<file path="src/rtl/arbitro_unidad_desplazamiento.sv">
// Round-robin arbiter that shares one rotate/shift datapath among NUM_SOL requesters.
// Optional ENTREGA timeout with a one-cycle Error pulse: define TIEMPO_LIMITE_ENTREGA_EN.
module arbitro_unidad_desplazamiento #(
  parameter int NUM_SOL       = 4,
  parameter int ANCHO         = 8,
  parameter int LATENCIA      = 2,
  parameter int TIEMPO_LIMITE = 15
) (
  input  logic                     Reloj,
  input  logic                     ResetN,
  input  logic [NUM_SOL-1:0]       Solicitud,
  input  logic [2*NUM_SOL-1:0]     Operacion,
  input  logic [NUM_SOL*ANCHO-1:0] Datos,
  input  logic                     Acepta,
  output logic [ANCHO-1:0]         PalabraUnidad,
  input  logic [ANCHO-1:0]         RtaRota,
  input  logic [ANCHO-1:0]         RtaDesplaza,
  output logic [NUM_SOL-1:0]       Concesion,
  output logic [ANCHO-1:0]         Resultado,
  output logic                     Valido,
  output logic                     Ocupado,
  output logic                     Error
);

  localparam int PW = (NUM_SOL > 1) ? $clog2(NUM_SOL) : 1;
  localparam int CW = $clog2(LATENCIA + 1);

  typedef enum logic [1:0] {LIBRE, ESPERA, ENTREGA} estado_t;

  estado_t              r_estado,    w_estado;
  logic [PW-1:0]        r_puntero,   w_puntero;
  logic [PW-1:0]        r_ganador,   w_ganador;
  logic [CW-1:0]        r_contador,  w_contador;
  logic [1:0]           r_op,        w_op;
  logic [ANCHO-1:0]     r_palabra,   w_palabra;
  logic [NUM_SOL-1:0]   r_concesion, w_concesion;
  logic [ANCHO-1:0]     r_resultado, w_resultado;
  logic                 r_valido,    w_valido;
  logic                 r_ocupado;
  logic                 w_hay_solicitud;
  logic [PW-1:0]        w_idx_ganador;

`ifdef TIEMPO_LIMITE_ENTREGA_EN
  localparam int TW = $clog2(TIEMPO_LIMITE + 1);
  logic [TW-1:0] r_limite;
  logic          r_error, w_error;
`endif

  // Scan downward so the lowest offset from the pointer is written last and wins.
  always_comb begin
    int            idx;
    logic [PW-1:0] v_idx;
    idx             = 0;
    v_idx           = '0;
    w_hay_solicitud = 1'b0;
    w_idx_ganador   = '0;
    for (int k = NUM_SOL - 1; k >= 0; k--) begin
      idx = int'(r_puntero) + k;
      if (idx >= NUM_SOL) idx = idx - NUM_SOL;
      v_idx = PW'(idx);
      if (Solicitud[v_idx]) begin
        w_hay_solicitud = 1'b1;
        w_idx_ganador   = v_idx;
      end
    end
  end

  // NOTE: every output of this block is given a default first, so no path leaves a latch.
  always_comb begin
    w_estado    = r_estado;
    w_puntero   = r_puntero;
    w_ganador   = r_ganador;
    w_contador  = r_contador;
    w_op        = r_op;
    w_palabra   = r_palabra;
    w_concesion = r_concesion;
    w_resultado = r_resultado;
    w_valido    = r_valido;
`ifdef TIEMPO_LIMITE_ENTREGA_EN
    w_error     = 1'b0;
`endif
    case (r_estado)
      LIBRE: begin
        if (w_hay_solicitud) begin
          w_ganador   = w_idx_ganador;
          w_concesion = NUM_SOL'(1) << w_idx_ganador;
          w_palabra   = Datos[w_idx_ganador*ANCHO +: ANCHO];
          w_op        = Operacion[2*w_idx_ganador +: 2];
          w_contador  = CW'(LATENCIA - 1);
          w_estado    = ESPERA;
        end
      end
      ESPERA: begin
        if (r_contador != '0) begin
          w_contador = r_contador - 1'b1;
        end else begin
          case (r_op)
            2'b00:   w_resultado = RtaRota;
            2'b01:   w_resultado = RtaDesplaza;
            2'b10:   w_resultado = r_palabra;
            default: w_resultado = ~r_palabra;
          endcase
          w_valido = 1'b1;
          w_estado = ENTREGA;
        end
      end
      ENTREGA: begin
        if (Acepta) begin
          w_valido    = 1'b0;
          w_concesion = '0;
          w_puntero   = (r_ganador == PW'(NUM_SOL - 1)) ? '0 : r_ganador + 1'b1;
          w_estado    = LIBRE;
        end
`ifdef TIEMPO_LIMITE_ENTREGA_EN
        else if (r_limite == TW'(TIEMPO_LIMITE - 1)) begin
          // Abandoned result: drop it and move past this requester.
          w_valido    = 1'b0;
          w_concesion = '0;
          w_puntero   = (r_ganador == PW'(NUM_SOL - 1)) ? '0 : r_ganador + 1'b1;
          w_error     = 1'b1;
          w_estado    = LIBRE;
        end
`endif
      end
      default: w_estado = LIBRE;
    endcase
  end

  // NOTE: state registers use non-blocking assignments so every flop samples pre-edge values.
  always_ff @(posedge Reloj) begin
    if (!ResetN) begin
      r_estado    <= LIBRE;
      r_puntero   <= '0;
      r_ganador   <= '0;
      r_contador  <= '0;
      r_op        <= '0;
      r_palabra   <= '0;
      r_concesion <= '0;
      r_resultado <= '0;
      r_valido    <= 1'b0;
      r_ocupado   <= 1'b0;
    end else begin
      r_estado    <= w_estado;
      r_puntero   <= w_puntero;
      r_ganador   <= w_ganador;
      r_contador  <= w_contador;
      r_op        <= w_op;
      r_palabra   <= w_palabra;
      r_concesion <= w_concesion;
      r_resultado <= w_resultado;
      r_valido    <= w_valido;
      r_ocupado   <= (w_estado != LIBRE);
    end
  end

`ifdef TIEMPO_LIMITE_ENTREGA_EN
  always_ff @(posedge Reloj) begin
    if (!ResetN) begin
      r_limite <= '0;
      r_error  <= 1'b0;
    end else begin
      r_limite <= (r_estado == ENTREGA && w_estado == ENTREGA) ? r_limite + 1'b1 : '0;
      r_error  <= w_error;
    end
  end
  assign Error = r_error;
`else
  assign Error = 1'b0;
`endif

  assign PalabraUnidad = r_palabra;
  assign Concesion     = r_concesion;
  assign Resultado     = r_resultado;
  assign Valido        = r_valido;
  assign Ocupado       = r_ocupado;

endmodule

</file>
<file path="config.mk">
export PLATFORM = sky130hd
export DESIGN_NAME = arbitro_unidad_desplazamiento
export DESIGN_NICKNAME = d
export VERILOG_FILES = /design/src/rtl/arbitro_unidad_desplazamiento.sv
export SDC_FILE = /design/constraint.sdc
export NUM_CORES = 1
export LEC_CHECK = 0
export ABC_AREA = 0
export CORE_ASPECT_RATIO = 1.1
export CORE_MARGIN = 5
export CORE_UTILIZATION = 41
export DETAILED_ROUTE_END_ITERATION = 8
export GPL_TIMING_DRIVEN = 1
export PLACE_DENSITY = 0.8
export SLEW_MARGIN = 15
export SYNTH_ARGS = -nofsm -noshare
export SYNTH_HDL_FRONTEND = slang
export SYNTH_SLANG_ARGS = --single-unit
export TNS_END_PERCENT = 1
</file>
<file path="constraint.sdc">
create_clock -name Reloj -period 1.7 [get_ports Reloj]
set_input_delay 0.34 -clock Reloj [delete_from_list [all_inputs] [get_ports Reloj]]
set_output_delay 0.34 -clock Reloj [all_outputs]
set_load 0.03 [all_outputs]
</file>
==> reports/qor.csv <==
stage,metric,value,unit
synthesis,synth.yosys.seq_area_share,0.3509,
layout,area_growth,62.30,%
timing,setup_violations,1,
timing,fmax,0.5877,GHz
worst_setup_path,crit_fanout,6,
drt,vias,2021,
timing,finalCriticalPeriod,1702,ps
layout,utilization,0.6864,
synthesis,synth_edf_count,0,
cts,root_buffer,clkbuf_8,
timing,final.setup.tns,-1.577,ps
timing,fin_crit_sh,1.001,
global_routing,gr-total-overflow,0,
global_routing,grt_start_max_net_pins,34,
cts,htreeDepth,2,
timing,worst_slew_pin_slew,614.7,ps
floorplan,num_io_pins,86,
synthesis,ys_ff_latch,32,
worst_setup_path,crit_start,Solicitud[2],
cts,clk_pin_slew_worst_paths,70,ps
power_and_ir_drop,peakVddDrop,0.6512,mV
synthesis,synth_warnings,0,
layout,fin_cells,364,
synthesis,yosys.area.top_type,dfxtp_1,
global_routing,grt_pass1_vias,2014,
status,failed_checks,negative setup slack,
synthesis,syn-num-nets,282,
placed_design,hpwl,4359,um
worst_setup_path,crit_type,in2reg,
synthesis,syn_area_per_cell,8.412,sq um
global_routing,antenna_found_initial,0,
worst_setup_path,rr_startpoint,r_puntero[0],
cts,clkSinkCount,32,
placed_design,dpl_cell_area,2775,sq um
timing,clock_skew,5.295,ps
layout,fillers,373,
power_and_ir_drop,power.density,929.1,nW/um^2
timing,slew_violations,0,
floorplan,die_area,5889,sq um
timing,rsz0062_at_grt,true,
min_path,min_from,r_ganador[1],
drt,postRouteAntennaNets,0,
floorplan,std_cell_rows,25,
synthesis,synth-async-reset-ratio,0,
layout,final_area,2963,sq um
drt,wl_per_cell,17.01,um
power_and_ir_drop,p_sw,961.2,uW
power_and_ir_drop,pwr-share-comb,0.390,
job,max_cap_viol_count,0,
power_and_ir_drop,internal_power,1.792,mW
layout,layout-drive-gt1-share,0.1258,
min_path,worstHoldPathType,reg2reg,
layout,final_common_cell,clkdlybuf4s50_1,
drt,drc,0,
cts,clock_latency,280,ps
timing,worst_slack,-1.577,ps
worst_setup_path,cp.required,1860,ps
synthesis,synth_top_flop_cell,dfxtp_1,
worst_setup_path,endpoint_kind,register,
drt,dr.pass1.iters,4,
power_and_ir_drop,swShare,0.3492,
timing,whs,459.8,ps
synthesis,syn_inst,217,
timing,maxSlewHeadroom,0.5889,
placed_design,post-place-ws,-589.5,ps
drt,via_per_inst,5.552,
worst_setup_path,worstSetupStartpointType,input port,
floorplan,start_util,0.4229,
status,status,"complete, but fails checks",
drt,wl,6193,um
synthesis,synth_cell_type_count,39,
power_and_ir_drop,fin_total_pwr,2.753,mW
power_and_ir_drop,power_frac_clock,0.261,
placed_design,port_buffers,84,
worst_setup_path,arrival,1860,ps
drt,first_iter_violations,122,
placed_design,dpl.cell_count,355,
cts,ctsLongestPathBuffers,2,
power_and_ir_drop,power_frac_seq,0.349,
global_routing,grt_pass1_wl,9584,um
cts,cts_tree,yes,
timing,finalHoldViolCount,0,
layout,antenna_cells,0,
synthesis,synth_area_leaders,"dfxtp_1 (35%), a211oi_1 (7.0%), mux2i_1 (6.6%)",
placed_design,gp_congestion,0.7960,
floorplan,die_h,79.99,um
global_routing,track_usage,0.2092,
power_and_ir_drop,leakage,1.164,nW
layout,nNetsFinal,374,
synthesis,synth_top_area_frac,0.3509,
floorplan,dieWidth,73.62,um
layout,final_cell_mix,"clkdlybuf4s50_1 (72), dfxtp_1 (32), nand2_1 (20)",
cts,cts_buffers,5,
floorplan,coreArea,4317,sq um
synthesis,syn_area,1826,sq um
-- power by group through the flow --
| stage | combinational [mW] | sequential (mW) | clock, mW |
|---|---|---|---|
| 6_report | 1.07 | 0.961 | 0.719 |
| 5_1_grt | 1.15 | 0.974 | 0.767 |
| 4_1_cts | 1.05 | 0.956 | 0.724 |
| 3_5_place_dp | 1.04 | 0.970 | 0 |
| 3_3_place_gp | 1.01 | 0.967 | 0 |
| 2_1_floorplan | 0.464 | 1.09 | 0 |
-- path summary, 6_finish.rpt --
path	endpoint	slack [ps]	depth (start not counted)
max reg2reg	r_op[1]	70	5
min	r_ganador[1]	460	2
max	r_op[1]	-2	7
min reg2reg	r_ganador[1]	460	2
-- cells in the mapped netlist, types with 2 or more instances --
master,n
dfxtp_1,32
nand2_1,20
o21ai_0,19
nor2b_1,18
a211oi_1,17
a21oi_1,12
mux2i_1,12
o22ai_1,11
a221oi_1,10
clkbuf_1,8
nand3_1,7
a21boi_1,6
buf_2,6
inv_1,5
nor2_1,4
nor3_1,3
and2_1,2
buf_4,2
ha_1,2
or2b_1,2
-- cell type report --
type | count | area, sq um | area share
Clock buffer | 6 | 72.57 | 0.02449
Timing Repair Buffer | 102 | 985.9 | 0.3328
Clock inverter | 2 | 35.03 | 0.01182
Multi-Input combinational cell | 163 | 1142 | 0.3856
Sequential cell | 32 | 640.6 | 0.2162
Inverter | 5 | 18.77 | 0.006334
Tap cell | 54 | 67.56 | 0.02280
-- flip-flops by register name, indices dropped and copies added (netlist names), 2 cells and up --
register       flops
Concesion          4
PalabraUnidad      8
Resultado          8
r_contador         2
r_estado           2
r_ganador          2
r_op               2
r_puntero          2
-- per-layer routing --
metal  GRT usage  wire length (um)
met5           0                 0
met1      0.2407              2362
met4     0.06884               102
met3     0.06045               560
met2      0.3644              3168
-- critical path, stage by stage --
cell,delay [ps]
clkdlybuf4s15_1,230
buf_6,160
nor2b_4,120
a21o_1,210
a211o_4,420
mux2i_1,250
o22ai_1,130
-- logic make-up after synthesis --
| family | Yosys count | synth area share |
|---|---|---|
| simple gates | 64 | 0.1933 |
| buf+inv | 23 | 0.06854 |
| flops | 32 | 0.3509 |
| fa+ha+maj | 2 | 0.01371 |
| mux | 12 | 0.06580 |
| other cells | 1 | 0.002054 |
| compound gates | 83 | 0.3057 |
-- what timing repair did --
action                     CTS  global route
hold buffers                 0             0
setup buffers                0             0
gates resized for setup     22             5
cloned                       1             0
pin swaps                    3             2
hold endpoints to repair     0             0
setup endpoints to repair   23             8
(Power assumes the default switching activity.)
